File: src/rtl/rv_decode_stage.sv
// RV32I(+M) decode stage: combinational decoder feeding a 2-entry (output + skid)
// valid/ready buffer that accepts one instruction per cycle and never stalls fetch combinationally.
package rv_decode_pkg;
  typedef enum logic [5:0] {
    OP_NOP = 6'd0,
    OP_ADD, OP_SUB, OP_SLL, OP_SLT, OP_SLTU, OP_XOR, OP_SRL, OP_SRA, OP_OR, OP_AND,
    OP_ADDI, OP_SLTI, OP_SLTIU, OP_XORI, OP_ORI, OP_ANDI, OP_SLLI, OP_SRLI, OP_SRAI,
    OP_LUI, OP_AUIPC, OP_JAL, OP_JALR,
    OP_BEQ, OP_BNE, OP_BLT, OP_BGE, OP_BLTU, OP_BGEU,
    OP_LB, OP_LH, OP_LW, OP_LBU, OP_LHU,
    OP_SB, OP_SH, OP_SW,
    OP_MUL, OP_MULH, OP_MULHSU, OP_MULHU, OP_DIV, OP_DIVU, OP_REM, OP_REMU
  } instr_code_t;
endpackage

module rv_decode_stage
  import rv_decode_pkg::*;
#(
  parameter int XLEN     = 32,
  parameter int ASIZE    = 5,
  parameter int ISIZE    = 32,
  parameter int ENABLE_M = 1
) (
  input  logic             clk,
  input  logic             rst,
  input  logic             flush,
  input  logic             in_valid,
  output logic             in_ready,
  input  logic [ISIZE-1:0] in_instr,
  input  logic [XLEN-1:0]  in_pc,
  output logic             out_valid,
  input  logic             out_ready,
  output logic [XLEN-1:0]  out_pc,
  output logic [5:0]       instr_code,
  output logic [ASIZE-1:0] rs1,
  output logic [ASIZE-1:0] rs2,
  output logic [ASIZE-1:0] rd,
  output logic             use_rs1,
  output logic             use_rs2,
  output logic             we_rd,
  output logic [XLEN-1:0]  imm,
  output logic             illegal
);

  typedef struct packed {
    logic [XLEN-1:0]  pc;
    logic [5:0]       code;
    logic [ASIZE-1:0] rs1;
    logic [ASIZE-1:0] rs2;
    logic [ASIZE-1:0] rd;
    logic             use_rs1;
    logic             use_rs2;
    logic             we_rd;
    logic             illegal;
    logic [XLEN-1:0]  imm;
  } entry_t;

  logic [31:0] instr;
  logic [6:0]  opcode;
  logic [2:0]  f3;
  logic [6:0]  f7;
  logic [31:0] imm_i, imm_s, imm_b, imm_u, imm_j;

  assign instr  = in_instr[31:0];
  assign opcode = instr[6:0];
  assign f3     = instr[14:12];
  assign f7     = instr[31:25];
  assign imm_i  = {{20{instr[31]}}, instr[31:20]};
  assign imm_s  = {{20{instr[31]}}, instr[31:25], instr[11:7]};
  assign imm_b  = {{19{instr[31]}}, instr[31], instr[7], instr[30:25], instr[11:8], 1'b0};
  assign imm_u  = {instr[31:12], 12'b0};
  assign imm_j  = {{11{instr[31]}}, instr[31], instr[19:12], instr[20], instr[30:21], 1'b0};

  instr_code_t code;
  logic        u1, u2, wr;
  logic [31:0] imm32;

  // Any encoding that never assigns a code stays OP_NOP, which is what marks it illegal.
  always_comb begin
    // NOTE: every variable gets a default first so no path through the case infers a latch.
    code  = OP_NOP;
    u1    = 1'b0;
    u2    = 1'b0;
    wr    = 1'b0;
    imm32 = '0;
    case (opcode)
      7'b0110011: begin
        u1 = 1'b1; u2 = 1'b1; wr = 1'b1;
        if (f7 == 7'b0000000) begin
          case (f3)
            3'd0: code = OP_ADD;  3'd1: code = OP_SLL;
            3'd2: code = OP_SLT;  3'd3: code = OP_SLTU;
            3'd4: code = OP_XOR;  3'd5: code = OP_SRL;
            3'd6: code = OP_OR;   default: code = OP_AND;
          endcase
        end else if (f7 == 7'b0100000 && f3 == 3'd0) begin
          code = OP_SUB;
        end else if (f7 == 7'b0100000 && f3 == 3'd5) begin
          code = OP_SRA;
        end else if (f7 == 7'b0000001 && ENABLE_M != 0) begin
          case (f3)
            3'd0: code = OP_MUL;  3'd1: code = OP_MULH;
            3'd2: code = OP_MULHSU; 3'd3: code = OP_MULHU;
            3'd4: code = OP_DIV;  3'd5: code = OP_DIVU;
            3'd6: code = OP_REM;  default: code = OP_REMU;
          endcase
        end
      end
      7'b0010011: begin
        u1 = 1'b1; wr = 1'b1; imm32 = imm_i;
        case (f3)
          3'd0: code = OP_ADDI;
          3'd2: code = OP_SLTI;
          3'd3: code = OP_SLTIU;
          3'd4: code = OP_XORI;
          3'd6: code = OP_ORI;
          3'd7: code = OP_ANDI;
          3'd1: if (f7 == 7'b0000000) code = OP_SLLI;
          default: begin
            if (f7 == 7'b0000000)      code = OP_SRLI;
            else if (f7 == 7'b0100000) code = OP_SRAI;
          end
        endcase
      end
      7'b0110111: begin wr = 1'b1; imm32 = imm_u; code = OP_LUI;   end
      7'b0010111: begin wr = 1'b1; imm32 = imm_u; code = OP_AUIPC; end
      7'b1101111: begin wr = 1'b1; imm32 = imm_j; code = OP_JAL;   end
      7'b1100111: begin
        u1 = 1'b1; wr = 1'b1; imm32 = imm_i;
        if (f3 == 3'd0) code = OP_JALR;
      end
      7'b1100011: begin
        u1 = 1'b1; u2 = 1'b1; imm32 = imm_b;
        case (f3)
          3'd0: code = OP_BEQ;  3'd1: code = OP_BNE;
          3'd4: code = OP_BLT;  3'd5: code = OP_BGE;
          3'd6: code = OP_BLTU; 3'd7: code = OP_BGEU;
          default: code = OP_NOP;
        endcase
      end
      7'b0000011: begin
        u1 = 1'b1; wr = 1'b1; imm32 = imm_i;
        case (f3)
          3'd0: code = OP_LB;  3'd1: code = OP_LH;  3'd2: code = OP_LW;
          3'd4: code = OP_LBU; 3'd5: code = OP_LHU;
          default: code = OP_NOP;
        endcase
      end
      7'b0100011: begin
        u1 = 1'b1; u2 = 1'b1; imm32 = imm_s;
        case (f3)
          3'd0: code = OP_SB; 3'd1: code = OP_SH; 3'd2: code = OP_SW;
          default: code = OP_NOP;
        endcase
      end
      default: code = OP_NOP;
    endcase
  end

  entry_t dec;
  logic   ill;

  assign ill = (code == OP_NOP);

  always_comb begin
    dec         = '0;
    dec.pc      = in_pc;
    dec.code    = code;
    dec.illegal = ill;
    dec.use_rs1 = u1 & ~ill;
    dec.use_rs2 = u2 & ~ill;
    dec.rs1     = dec.use_rs1 ? ASIZE'(instr[19:15]) : '0;
    dec.rs2     = dec.use_rs2 ? ASIZE'(instr[24:20]) : '0;
    dec.rd      = (wr & ~ill) ? ASIZE'(instr[11:7]) : '0;
    dec.we_rd   = wr & ~ill & (instr[11:7] != 5'd0);
    dec.imm     = ill ? '0 : XLEN'($signed(imm32));
  end

  logic   o_full, s_full;
  entry_t o_q, s_q;
  logic   accept;

  // in_ready depends only on the skid flag, so out_ready never reaches it combinationally.
  assign in_ready = ~s_full;
  assign accept   = in_valid & in_ready;

  always_ff @(posedge clk or negedge rst) begin
    if (!rst) begin
      o_full <= 1'b0;
      s_full <= 1'b0;
      // NOTE: payload registers are reset too so the presented fields read NOP/0 out of reset.
      o_q    <= '0;
      s_q    <= '0;
    end else if (flush) begin
      o_full <= 1'b0;
      s_full <= 1'b0;
    end else if (!o_full || out_ready) begin
      // NOTE: non-blocking throughout, so the S->O move reads the pre-edge skid contents.
      if (s_full) begin
        o_q    <= s_q;
        o_full <= 1'b1;
        s_full <= 1'b0;
      end else if (accept) begin
        o_q    <= dec;
        o_full <= 1'b1;
      end else begin
        o_full <= 1'b0;
      end
    end else if (accept) begin
      s_q    <= dec;
      s_full <= 1'b1;
    end
  end

  assign out_valid  = o_full;
  assign out_pc     = o_q.pc;
  assign instr_code = o_q.code;
  assign rs1        = o_q.rs1;
  assign rs2        = o_q.rs2;
  assign rd         = o_q.rd;
  assign use_rs1    = o_q.use_rs1;
  assign use_rs2    = o_q.use_rs2;
  assign we_rd      = o_q.we_rd;
  assign imm        = o_q.imm;
  assign illegal    = o_q.illegal;

endmodule

File: config.mk
export PLATFORM = sky130hd
export DESIGN_NAME = rv_decode_stage
export DESIGN_NICKNAME = d
export VERILOG_FILES = /design/src/rtl/rv_decode_stage.sv
export SDC_FILE = /design/constraint.sdc
export NUM_CORES = 1
export LEC_CHECK = 0
export BUFFER_PORTS_ARGS = -buffer_cell sky130_fd_sc_hd__buf_4
export CAP_MARGIN = 20
export CORE_ASPECT_RATIO = 1.2
export CORE_MARGIN = 2
export CORE_UTILIZATION = 40
export CTS_CLUSTER_DIAMETER = 200
export DETAILED_ROUTE_END_ITERATION = 10
export RECOVER_POWER = 50
export REMOVE_ABC_BUFFERS = 1
export SLEW_MARGIN = 20
export SYNTH_ARGS = -nofsm -noshare
export SYNTH_HDL_FRONTEND = slang
export SYNTH_SLANG_ARGS = --single-unit
File: constraint.sdc
create_clock -name clk -period 2.4 [get_ports clk]
set_clock_uncertainty 0.05 [all_clocks]
set_input_delay 0.36 -clock clk [delete_from_list [all_inputs] [get_ports clk]]
set_output_delay 0.36 -clock clk [all_outputs]
set_load 0.01 [all_outputs]
**After elaboration in Yosys (flattened, before gate mapping)**

Cells that the tools add are included.

- Equal/unequal tests: 18
- Muxes and demuxes: 32
- Bitwise logic cells: 9
- Reductions and logical operators: 18

Operator list:

| cell | number |
|---|---|
| 89-bit two-way mux | 2 |
| 32-bit one-hot mux with 5 select lines | 1 |
| 4-bit one-hot mux with 7 select lines | 2 |
| 6-bit one-hot mux with 9 select lines | 1 |
| 5-bit two-way mux | 7 |
| 5-bit one-hot mux with 7 select lines | 1 |
| 32-bit two-way mux | 1 |
| 5-bit one-hot mux with 6 select lines | 1 |
| 6-bit one-hot mux with 5 select lines | 1 |
| 7-bit by 6-bit == test with 1-bit output, second input constant | 4 |
| 6-bit two-way mux | 4 |
| 7-bit == test, second input constant | 3 |
| 6-bit one-hot mux with 3 select lines | 1 |
| 7-bit by 5-bit == test with 1-bit output, second input constant | 2 |
| 3-bit == test, second input constant | 4 |
| 1-bit two-way mux | 10 |
| 7-bit by 1-bit == test with 1-bit output, second input constant | 1 |
| 7-bit by 2-bit == test with 1-bit output, second input constant | 1 |
| 7-bit logical NOT | 1 |
| 7-bit OR reduction | 1 |
| 3-bit by 2-bit == test with 1-bit output, second input constant | 2 |
| 6-bit logical NOT | 1 |
| 3-bit AND reduction | 2 |
| 3-bit OR reduction | 2 |
| 12 further kinds | 21 |

- Bits in registers: 180
- Input port bits: 69
- Output and inout bits: 91
- Logic and storage cells: 99

**Depth between registers and ports, before layout**

- Word-level depth: 13
- Depth in mapped cells: 14
- Gate-level depth less buffers: 8

**Worst setup path after synthesis**

OpenSTA, ideal clock, no wires.

- Kind: input -> register
- Start: input port in_instr[14]
- End: register s_q[45] (netlist bit)
- Library setup time: 0.122 ns
- Data arrival time: 2.285 ns
- Data required time: 2.228 ns
- Setup slack: -0.057 ns
- Cell stages on the path: 11
- Buffers on the path: 4
- Path through: buf_2 buf_2 buf_2 o21ai_0 nand2_1 a221oi_1 nand3_1 nor4_2 clkbuf_2 nor2_2 a32o_1

- Longest elaborated chain between the ends: 11
- Elaborated cells on any way between the ends: 26
- Classes of those cells: eq/ne: 7; mux: 13; bitwise: 2; reduce/logical: 4

Ends and longest elaborated chain:

| what | RTL line | source |
|---|---|---|
| start, declared | 29 | `input logic [ISIZE-1:0] in_instr,` |
| 3-bit == test, or another cell as far along | - |  |
| 4-bit one-hot mux with 7 select lines | 101 | `case (f3)` |
| 6-bit two-way mux | 100 | `end else if (f7 == 7'b0000001 && ENABLE_M != 0) begin` |
| 6-bit two-way mux | 98 | `end else if (f7 == 7'b0100000 && f3 == 3'd5) begin` |
| 6-bit two-way mux | 96 | `end else if (f7 == 7'b0100000 && f3 == 3'd0) begin` |
| 6-bit two-way mux | 89 | `if (f7 == 7'b0000000) begin` |
| 6-bit one-hot mux with 9 select lines * | 86 | `case (opcode)` |
| 6-bit logical NOT * | 163 | `assign ill = (code == OP_NOP);` |
| 1-bit NOT * | 171 | `dec.use_rs2 = u2 & ~ill;` |
| 1-bit AND * | 171 |  |
| 5-bit two-way mux * | 173 | `dec.rs2 = dec.use_rs2 ? ASIZE'(instr[24:20]) : '0;` |
| end signal, assigned | 193 | `s_q <= '0;` |
| end signal, assigned | 210 | `s_q <= dec;` |
| end, declared | 180 | `entry_t o_q, s_q;` |

Mark *: on every way between the ends. The rest lies on a longest branch, timed or not.
A chain may end at the register's enable or synchronous reset.

**Final worst setup path**

- Start: input port in_instr[26]
- End: register o_q, in the netlist imm[0]

- Longest elaborated chain between the ends: 10
- Elaborated cells on any way between the ends: 18
- Classes of those cells: eq/ne: 2; mux: 12; reduce/logical: 4

Ends and longest elaborated chain:

| what | RTL line | source |
|---|---|---|
| 7-bit by 1-bit == test with 1-bit output / 7-bit by 6-bit == test with 1-bit output (equally long branches) | - |  |
| 6-bit two-way mux / 1-bit logical AND (equally long branches) | 100, 98 |  |
| 6-bit two-way mux | 98 |  |
| 6-bit two-way mux | 96 |  |
| 6-bit two-way mux | 89 |  |
| 6-bit one-hot mux with 9 select lines * | 86 |  |
| 6-bit logical NOT * | 163 |  |
| 32-bit two-way mux * | 176 | `dec.imm = ill ? '0 : XLEN'($signed(imm32));` |
| 89-bit two-way mux * | 203 | `end else if (accept) begin` |
| 89-bit two-way mux * | 199 | `if (s_full) begin` |
| end signal, assigned | 200 | `o_q <= s_q;` |
| end, declared | 180 |  |

Mark *: on every way between the ends. The rest lies on a longest branch, timed or not. The select of a mux whose other input is x is not followed.

==> impl_metrics.env <==
export IMPL_grt_pass1_wl_mm=38.5
export IMPL_yosysSeqAreaShare=0.528
export IMPL_antenna_found_initial=0
export IMPL_critPathArrivalTime_ns=2.64
export IMPL_worst_slew_pin_slew_ns=1.21
export IMPL_yosys_top_cells_area="dfrtp_1 53%, nand2_1 9.6%, a21oi_1 5.3%"
export IMPL_r2r_start="s_full$_DFFE_PN0P_"
export IMPL_routed_via_density=5.28
export IMPL_path_clk_slew_ns=0.07
export IMPL_finalPower_mw=7.45
export IMPL_num_rows=58
export IMPL_cp_startpoint="in_instr[26]"
export IMPL_cts_htree_levels=4
export IMPL_io_buffer_count=159
export IMPL_drv_cap=0
export IMPL_grt_max_degree=87
export IMPL_slowest_stage="or4_4"
export IMPL_yosys_area_top_type="dfrtp_1"
export IMPL_cts_tree="yes"
export IMPL_hold_slack_ns=0.0638
export IMPL_fp_dieH_um=164
export IMPL_drt_iter0_markers=408
export IMPL_min_period_ns=2.34
export IMPL_wirelength_mm=23.9
export IMPL_clock_latency_ns=0.43
export IMPL_max_freq_mhz=427
export IMPL_io_pins=160
export IMPL_drive_above_1_share=0.236
export IMPL_crit_buf_inv=3
export IMPL_area_delta_synth_final_pct=29.4
export IMPL_wl_per_cell_um=17.0
export IMPL_hold_class="primary input to flip-flop"
export IMPL_die_w_um=137
export IMPL_cts_root_buf="clkbuf_16"
export IMPL_first_global_vias=7186
export IMPL_path_class="primary input to flip-flop"
export IMPL_crit_chain="buf_4 > or4_4 > nor4_4 > nand2_1 > o211ai_2 > nor4_4 > buf_12 > buf_4 > or3_1 > a21oi_1"
export IMPL_slew_violations=0
export IMPL_endpoint_kind="flip-flop"
export IMPL_max_vdd_ir_drop_uv=485
export IMPL_min_delay_start="flush"
export IMPL_dp_hpwl_mm=16.5
export IMPL_cts_buffers_inserted=17
export IMPL_clock_path_buffers=2
export IMPL_final_common_cell="nand2_1"
export IMPL_cp_max_fo=23
export IMPL_via_count=7429
export IMPL_finalWorstSetupSlack_ns=0.0601
export IMPL_postSynthCellCount=923
export IMPL_yosys_cell_types_count=66
export IMPL_drtAntennaViolNets=0
export IMPL_synth_warnings=0
export IMPL_p_per_area_nw_per_um2=674
export IMPL_cp_top_family="simple AND/OR/NAND/NOR gates"
export IMPL_yosysTopAreaCellShare=0.528
export IMPL_place_gp_congestion=0.898
export IMPL_startpoint_type="primary input"
export IMPL_synth_edf_count=0
export IMPL_cts_sinks=180
export IMPL_ys_ff_latch=180
export IMPL_place_ws_ns=-0.454
export IMPL_slew_headroom=0.192
export IMPL_worst_path_largest_cell_delay_ns=0.57
export IMPL_utilization=0.527
export IMPL_core_um2=21000
export IMPL_postCtsSetupRepairBufs=0
export IMPL_critical_path_required_ns=2.70
export IMPL_overflow=0
export IMPL_async_flop_share=1.00
export IMPL_dieArea_um2=22500
export IMPL_syn_area_um2=8530
export IMPL_start_util=0.407
export IMPL_hold_viol_final=0
export IMPL_fin_setup_tns_ns=0
export IMPL_grt_use_total=0.217
export IMPL_firstDrtPassIters=5
export IMPL_drc=0
export IMPL_fin_nets=1192
export IMPL_synth_area_per_cell_um2=9.25
export IMPL_ys_flop_type="dfrtp_1"
export IMPL_setup_viol_count_final=0
export IMPL_status="complete, no violations"
export IMPL_p_leak_nw=5.13
export IMPL_antenna_cells=0
export IMPL_rsz0062_at_grt="true"
export IMPL_layout_common_cells="216 x nand2_1, 195 x buf_4, 179 x dfrtp_1, 90 x a21oi_1, 77 x o21ai_0"
export IMPL_finalCritPeriodShare=0.975
==> repair_timing <==
action | CTS | global route
resized for setup | 0 | 6
endpoints found under the setup margin | 2 | 26
pin swaps | 1 | 3
hold buffers | 1 | 0
endpoints found under the hold margin | 43 | 0
==> cells by family (layout without fill, tap and decap cells) <==
logic type / count (synthesis) / in the layout / synth area share
AO/OA/AOI/OAI: 254 / 254 / 0.181
XOR/XNOR: 3 / 3 / 0.00308
AND/OR/NAND/NOR: 374 / 374 / 0.209
flip-flops: 180 / 180 / 0.528
buffers and inverters: 77 / 290 / 0.0386
multiplexers: 35 / 35 / 0.0411
==> where the power goes <==
| group | switching [mW] | internal, mW |
|---|---|---|
| Sequential | 0.174 | 3.33 |
| Combinational | 0.636 | 0.505 |
| Clock | 1.32 | 1.48 |
==> layout make-up <==
| type | instances | area [um2] |
|---|---|---|
| fill | 2030 | 9930 |
| sequential | 180 | 4510 |
| multi-input combinational | 666 | 3740 |
| timing repair buffer | 254 | 1860 |
| clock buffer | 17 | 425 |
| tap | 270 | 338 |
| clock inverter | 15 | 161 |
| inverter | 4 | 15.0 |
==> sequential cells by signal, indices dropped and copies added, names as in the netlist <==
signal,cells
out_pc,32
use_rs1,1
use_rs2,1
s_q,89
we_rd,1
s_full,1
out_valid,1
imm,32
rd,5
rs2,5
illegal,1
rs1,5
instr_code,6
==> path summary, 6_finish.rpt <==
| path | to | slack [ns] | depth (start not counted) |
|---|---|---|---|
| max | imm[0]$_DFFE_PN0P_ | 0.06 | 10 |
| min | out_valid$_DFFE_PN0N_ | 0.06 | 2 |
| max reg2reg | rs1[3]$_DFFE_PN0P_ | 0.41 | 6 |
| min reg2reg | s_q[85]$_DFFE_PN0P_ | 0.43 | 2 |
| max in group asynchronous | s_q[52]$_DFFE_PN0P_ | 0.32 | 3 |
| min in group asynchronous | out_pc[27]$_DFFE_PN0P_ | 0.66 | 2 |
==> cell usage after synthesis (6+ instances only) <==
library cell	n
a21oi_1	90
a221o_1	11
a22oi_1	6
a32o_1	7
and2_1	6
and3_1	23
buf_2	13
clkbuf_1	56
dfrtp_1	180
mux2i_1	35
nand2_1	218
nor2_1	50
nor2b_1	6
nor3_1	7
o21ai_0	79
o22ai_1	11
o31ai_1	23
or3_1	14
==> routing by layer <==
layer | part of all wire | up-vias | GRT usage
met4 | 0.0083 | 0 | 0.0440
met2 | 0.48 | 199 | 0.352
li1 | - | 3631 | -
met3 | 0.049 | 16 | 0.0309
met5 | 0 | - | 0
met1 | 0.46 | 3583 | 0.311
==> per-stage QoR <==
step,cells,cell area (um2)
global placement,1373,10600
global route,1406,11000
floorplan,850,8220
CTS,1406,11200
finish,1406,11000
detailed placement,1373,10600
==> worst register-to-register path, cell delays in order, from the launching register on <==
cell	delay [ns]
dfrtp_4	0.47
nor2_1	0.09
nor2_1	0.21
and2_2	0.29
nand2_1	0.17
nor3_2	0.42
a221o_1	0.23
Power figures use the tool's default switching activity.
